--- config.mk ---
export PLATFORM = sky130hd
export DESIGN_NAME = data_in_arbiter
export DESIGN_NICKNAME = d
export VERILOG_FILES = /design/src/rtl/data_in_pkg.sv /design/src/rtl/starve_counter.sv /design/src/rtl/data_in_arbiter.sv
export SDC_FILE = /design/constraint.sdc
export NUM_CORES = 1
export LEC_CHECK = 0
export ABC_AREA = 1
export BUFFER_PORTS_ARGS = -buffer_cell sky130_fd_sc_hd__buf_2
export CORE_MARGIN = 3
export CORE_UTILIZATION = 40
export CTS_BUF_LIST = sky130_fd_sc_hd__clkbuf_8
export DETAILED_ROUTE_END_ITERATION = 10
export PLACE_DENSITY = 0.85
export REMOVE_ABC_BUFFERS = 1
export SYNTH_ARGS = -nofsm -noshare
export SYNTH_HDL_FRONTEND = slang
export SYNTH_SLANG_ARGS = --single-unit
--- constraint.sdc ---
create_clock -name clk -period 1.4 [get_ports clk]
set_input_delay 0.21 -clock clk [delete_from_list [all_inputs] [get_ports clk]]
set_output_delay 0.21 -clock clk [all_outputs]
set_load 0.02 [all_outputs]
--- src/rtl/data_in_pkg.sv ---
// Shared definitions for the data-in write path arbiter.
package data_in_pkg;

  // Default width of the data and address buses.
  localparam int unsigned DATA_W = 32;

  // Source tag carried alongside each buffered write.
  localparam logic SRC_REQ0 = 1'b0;
  localparam logic SRC_REQ1 = 1'b1;

  // Starvation counter width; the limit is at most 15.
  localparam int unsigned CNT_W = 4;

  // Output register occupancy.
  typedef enum logic {
    ST_EMPTY = 1'b0,
    ST_FULL  = 1'b1
  } state_e;

endpackage

--- src/rtl/starve_counter.sv ---
// Saturating counter of consecutive cycles in which req1 was left waiting.
// sat is asserted once the count reaches LIMIT and stays there until cleared.
module starve_counter
  import data_in_pkg::*;
#(
  parameter int unsigned LIMIT = 4  // legal range 1..15
) (
  input  logic clk,
  input  logic resetn,
  input  logic clr,
  input  logic inc,
  output logic sat
);

  localparam logic [CNT_W-1:0] LimitVal = CNT_W'(LIMIT);

  logic [CNT_W-1:0] cnt_q, cnt_d;

  // Next count: clear wins over increment, increment stops at the limit.
  always_comb begin
    cnt_d = cnt_q;
    if (clr) begin
      cnt_d = '0;
    end else if (inc && (cnt_q != LimitVal)) begin
      cnt_d = cnt_q + 1'b1;
    end
  end

  // Count register with synchronous active-low reset.
  always_ff @(posedge clk) begin
    if (!resetn) begin
      cnt_q <= '0;
    end else begin
      cnt_q <= cnt_d;
    end
  end

  assign sat = (cnt_q == LimitVal);

endmodule

--- src/rtl/data_in_arbiter.sv ---
// Two-requester arbiter for the 32-bit data-in write path. req0 (store port)
// has priority; req1 (loader/debug) is forced through after STARVE_LIMIT blocked
// cycles. The winner is buffered in a one-entry output register with
// valid/ready toward memory.
module data_in_arbiter #(
  parameter int unsigned DATA_W       = data_in_pkg::DATA_W,
  parameter int unsigned STARVE_LIMIT = 4  // legal range 1..15
) (
  input  logic              clk,
  input  logic              resetn,
  input  logic              req0_valid,
  input  logic [DATA_W-1:0] req0_addr,
  input  logic [DATA_W-1:0] req0_data,
  output logic              req0_ready,
  input  logic              req1_valid,
  input  logic [DATA_W-1:0] req1_addr,
  input  logic [DATA_W-1:0] req1_data,
  output logic              req1_ready,
  output logic              mux_sel,
  output logic              out_valid,
  input  logic              out_ready,
  output logic [DATA_W-1:0] out_addr,
  output logic [DATA_W-1:0] out_data,
  output logic              out_src
);

  import data_in_pkg::*;

  state_e            state_q;
  logic [DATA_W-1:0] addr_q, data_q;
  logic              src_q;

  logic              can_accept;
  logic              force_gnt;
  logic              gnt0, gnt1;
  logic              accept;
  logic              req1_acc;
  logic [DATA_W-1:0] sel_addr, sel_data;

  // Per-cycle grant; everything is held off while in reset.
  always_comb begin
    can_accept = (state_q == ST_EMPTY) | out_ready;
    gnt1       = resetn & req1_valid & (force_gnt | ~req0_valid);
    gnt0       = resetn & req0_valid & ~gnt1;
    accept     = (gnt0 | gnt1) & can_accept;
    req1_acc   = req1_valid & gnt1 & can_accept;
  end

  assign mux_sel    = gnt1;
  assign req0_ready = gnt0 & can_accept;
  assign req1_ready = gnt1 & can_accept;

  // 2:1 address/data mux steered by the grant.
  assign sel_addr = mux_sel ? req1_addr : req0_addr;
  assign sel_data = mux_sel ? req1_data : req0_data;

  // req1 waiting without being taken counts up (including output backpressure);
  // taking it or dropping its valid clears the count.
  starve_counter #(
    .LIMIT (STARVE_LIMIT)
  ) u_starve (
    .clk    (clk),
    .resetn (resetn),
    .clr    (~req1_valid | req1_acc),
    .inc    (req1_valid & ~req1_acc),
    .sat    (force_gnt)
  );

  // Output register FSM: reload on accept, empty on drain without a new accept.
  always_ff @(posedge clk) begin
    if (!resetn) begin
      state_q <= ST_EMPTY;
      addr_q  <= '0;
      data_q  <= '0;
      src_q   <= SRC_REQ0;
    end else begin
      unique case (state_q)
        ST_EMPTY: if (accept) state_q <= ST_FULL;
        ST_FULL:  if (!accept && out_ready) state_q <= ST_EMPTY;
      endcase
      if (accept) begin
        addr_q <= sel_addr;
        data_q <= sel_data;
        src_q  <= gnt1 ? SRC_REQ1 : SRC_REQ0;
      end
    end
  end

  assign out_valid = (state_q == ST_FULL);
  assign out_addr  = addr_q;
  assign out_data  = data_q;
  assign out_src   = src_q;

endmodule

==> impl_results.md <==
- Area enclosed by the die boundary: 10,200 µm²
- Port-buffer cells: 201
- Netlist area before placement: 3610 µm²
- WL/cell: 11.65 µm
- Max Cap Viol: 0
- Die W: 101.0 µm
- Primary flip-flop cell chosen by synthesis mapping: dfxtp_1
- Number of warnings issued by yosys: 0
- Tmin final: 1.633 ns
- Final worst-path setup slack: -0.2331 ns
- Fraction of layout instances using a drive strength above 1: 32.96%
- Startpoint-to-endpoint class of the critical path: reg2out
- Crit start category: register
- Sinks on Clock Net: 70
- CTS HTree Levels: 3
- Largest area contributor in the synthesized netlist: dfxtp_1
- Share of power burned in registers: 41.8%
- Number of fill cells: 845
- Clock tree from TritonCTS: done
- Most congested layer reported by global routing: met2
- Share of the synthesized area in the top cell type: 38.82%
- Setup repair after global routing missed its margin: yes
- Standard-cell row count: 34
- Worst rel slew slack: 79.77%
- Count of routing violations after the opening detailed-route iteration: 137
- Hold buffer count at CTS: 0
- Failing checks: setup timing
- Via count: 4,153
- Die H: 101.0 µm
- Placeable Area: 8763 µm²
- Total count of max-transition violations in the final report: 0
- Routing usage on met1: 21.69%
- Overall global routing resource usage: 19.48%
- GR Layer Usage met2: 35.09%
- Pin count of the biggest net entering global routing: 67
- IR drop worst, VDD: 0.4535 mV
- Met3 demand-to-capacity share in global routing: 5.052%
- # diodes: 0
- Via count of the first global-routing pass: 3,659
- Initial standard-cell utilization of the core: 41.19%
- Sequential element share of the synthesized area: 38.82%
- Synth-to-layout area growth: 45.62%
- Net switching component of the power: 0.001586 W
- Top-level port count: 202
- Setup tns final: -4.942 ns
- Setup violators final: 67
- First drt pass iteration count: 4
- Commonest cells in the synthesized netlist: nand2_1, nor2_1, inv_1, nand3_1, dfxtp_1
- Maximum number of buffers from clock root to sink: 2
- Antenna violations before repair: 0
- Pwr per Cell Area: 1010 nW/µm²
- Achievable clock frequency: 612.3 MHz
- Crit-path max FO: 3
- Worst Skew: 0.008381 ns
- Final Net Count: 940
- Most instantiated library cell after synthesis: nand2_1
- Kind of end point of the critical path: output port
- Global-route wire length before repair: 15,980 µm
- Remaining routing DRC violations: 0
- Clock latency of the later-clocked register in the worst-skew pair: 0.34 ns
- Switching power share of the total: 29.88%
- Antenna-violating nets left: 0
- Required time of the critical path: 1.19 ns
- Final critical-path share of the clock period: 116.7%
- Footprint of the multi-input gates: 1793 µm²
- Dominant cells by area after synthesis: dfxtp_1, nand2_1, nor2_1
- Hold Violations, Final: 0
- Buffer cell driving the clock tree root: clkbuf_8
- Number of synthesized register bits: 70
- Share of power burned in the clock network: 34.2%
- Gate count after technology mapping: 599
- Power Internal: 0.003722 W
- Comb power frac: 24.0%
- Estimated wirelength of the detail-placed design: 7161 µm
- Syn avg cell area: 6.026 µm²
- Distinct cells, synth: 17
- Async set-or-reset flop fraction in the synthesized netlist: 0%
- Post-Route WL: 10,700 µm
- Number of synthesized flops with an enable pin: 0
- Sum of overflow across all layers after global routing: 0
- CTS buffer count: 9
- Status: finished, violations left
- Gp weighted congestion: 0.8349
- LEAKAGE: 3.141 nW
- Via-to-Cell Ratio: 4.524
- Critical path data arrival time: 1.42 ns
- Area occupied by registers: 1404 µm²
- Transition time of the tightest slew-check pin: 0.3035 ns
- Final standard cell utilization of the core: 59.98%
- CTS clock-pin slew for the worst setup and hold paths: 0.08 ns
- Hold Crit Class: in2reg
-- registers in the layout, summed over array words and instances, names as in the netlist --
register        count
out_valid           1
out_data           32
out_src             1
u_starve.cnt_q      4
out_addr           32
-- logic make-up (layout without fill, tap and decap cells) --
logic type | count (synthesis) | in the layout | synth area share, %
buffers and inverters | 110 | 321 | 14.00
xor gates and xnor gates | 1 | 1 | 0.2427
adders and majority gates | 2 | 2 | 0.6931
and+or+nand+nor | 408 | 408 | 45.06
AOI/OAI and AO/OA | 8 | 8 | 1.178
DFF | 70 | 70 | 38.82
-- worst max-delay path: stages (launching register included) --
cell,delay [ns]
dfxtp_2,0.32
inv_2,0.06
ha_4,0.15
nand3_4,0.07
nand2_4,0.09
nand2_4,0.07
inv_6,0.10
buf_12,0.11
buf_8,0.10
-- final timing paths --
check / start / endpoint / slack [ns] / cells after the start
worst max-delay path: u_starve.cnt_q[1] / mux_sel / -0.23 / 8
worst min-delay path: req1_data[29] / out_data[29] / 0.15 / 5
worst max register to register: u_starve.cnt_q[1] / out_data[19] / -0.15 / 12
worst min register to register: out_src / out_src / 0.46 / 2
-- metal layers --
metal,share of wire [%],vias up,wire length [µm]
met5,0,-,0
met4,1.5,0,165
met3,8.8,11,936
met2,50,147,5334
met1,40,1801,4258
li1,-,2194,-
-- metrics by stage --
| step | instance area, µm² | hold slack (ns) | total power (W) | worst slack (ns) | std cells |
|---|---|---|---|---|---|
| 3_3_place_gp | 4733 | 0.4450 | 0.003436 | -0.08048 | 892 |
| 4_1_cts | 5132 | 0.1333 | 0.005339 | -0.2143 | 915 |
| 3_5_place_dp | 4733 | 0.4561 | 0.003457 | -0.1175 | 892 |
| 5_1_grt | 5256 | 0.1640 | 0.005588 | -0.3081 | 918 |
| 2_1_floorplan | 3386 | 0.3851 | 0.002956 | -1.160 | 564 |
| 6_report | 5256 | 0.1494 | 0.005308 | -0.2331 | 918 |
-- placed cells by master (no fill, tap or decap), drive strengths merged --
cell	n
inv	74
xor2	1
nand3	72
a31oi	2
clkinvlp	2
ha	2
clkinv	3
nand2	206
nor2	129
nand4	1
clkbuf	11
buf	229
bufinv	2
dfxtp	70
a21oi	6
-- cell type report --
type                       instances  area share [%]
sequential                        70           26.71
clock inverter                     6           1.619
timing repair buffer             230           26.90
tap                              108           2.571
clock buffer                      10           2.618
inverter                          75           5.475
multi-input combinational        419           34.11
-- what timing repair did --
| action | 4_1_cts | 5_1_grt |
|---|---|---|
| endpoints found under the setup margin | 66 | 71 |
| resized for setup | 25 | 21 |
| cloned | 2 | 1 |
| buffers inserted | 5 | 2 |
| pin swaps | 5 | 4 |
-- power groups by stage --
stage	Clock [W]	Sequential, W	Combinational, W
floorplan	0	0.00246	0.000498
global placement	0	0.00226	0.00118
detailed placement	0	0.00227	0.00119
CTS	0.00187	0.00222	0.00125
global route	0.00193	0.00224	0.00142
finish	0.00182	0.00222	0.00127
(Power assumes the default switching activity.)
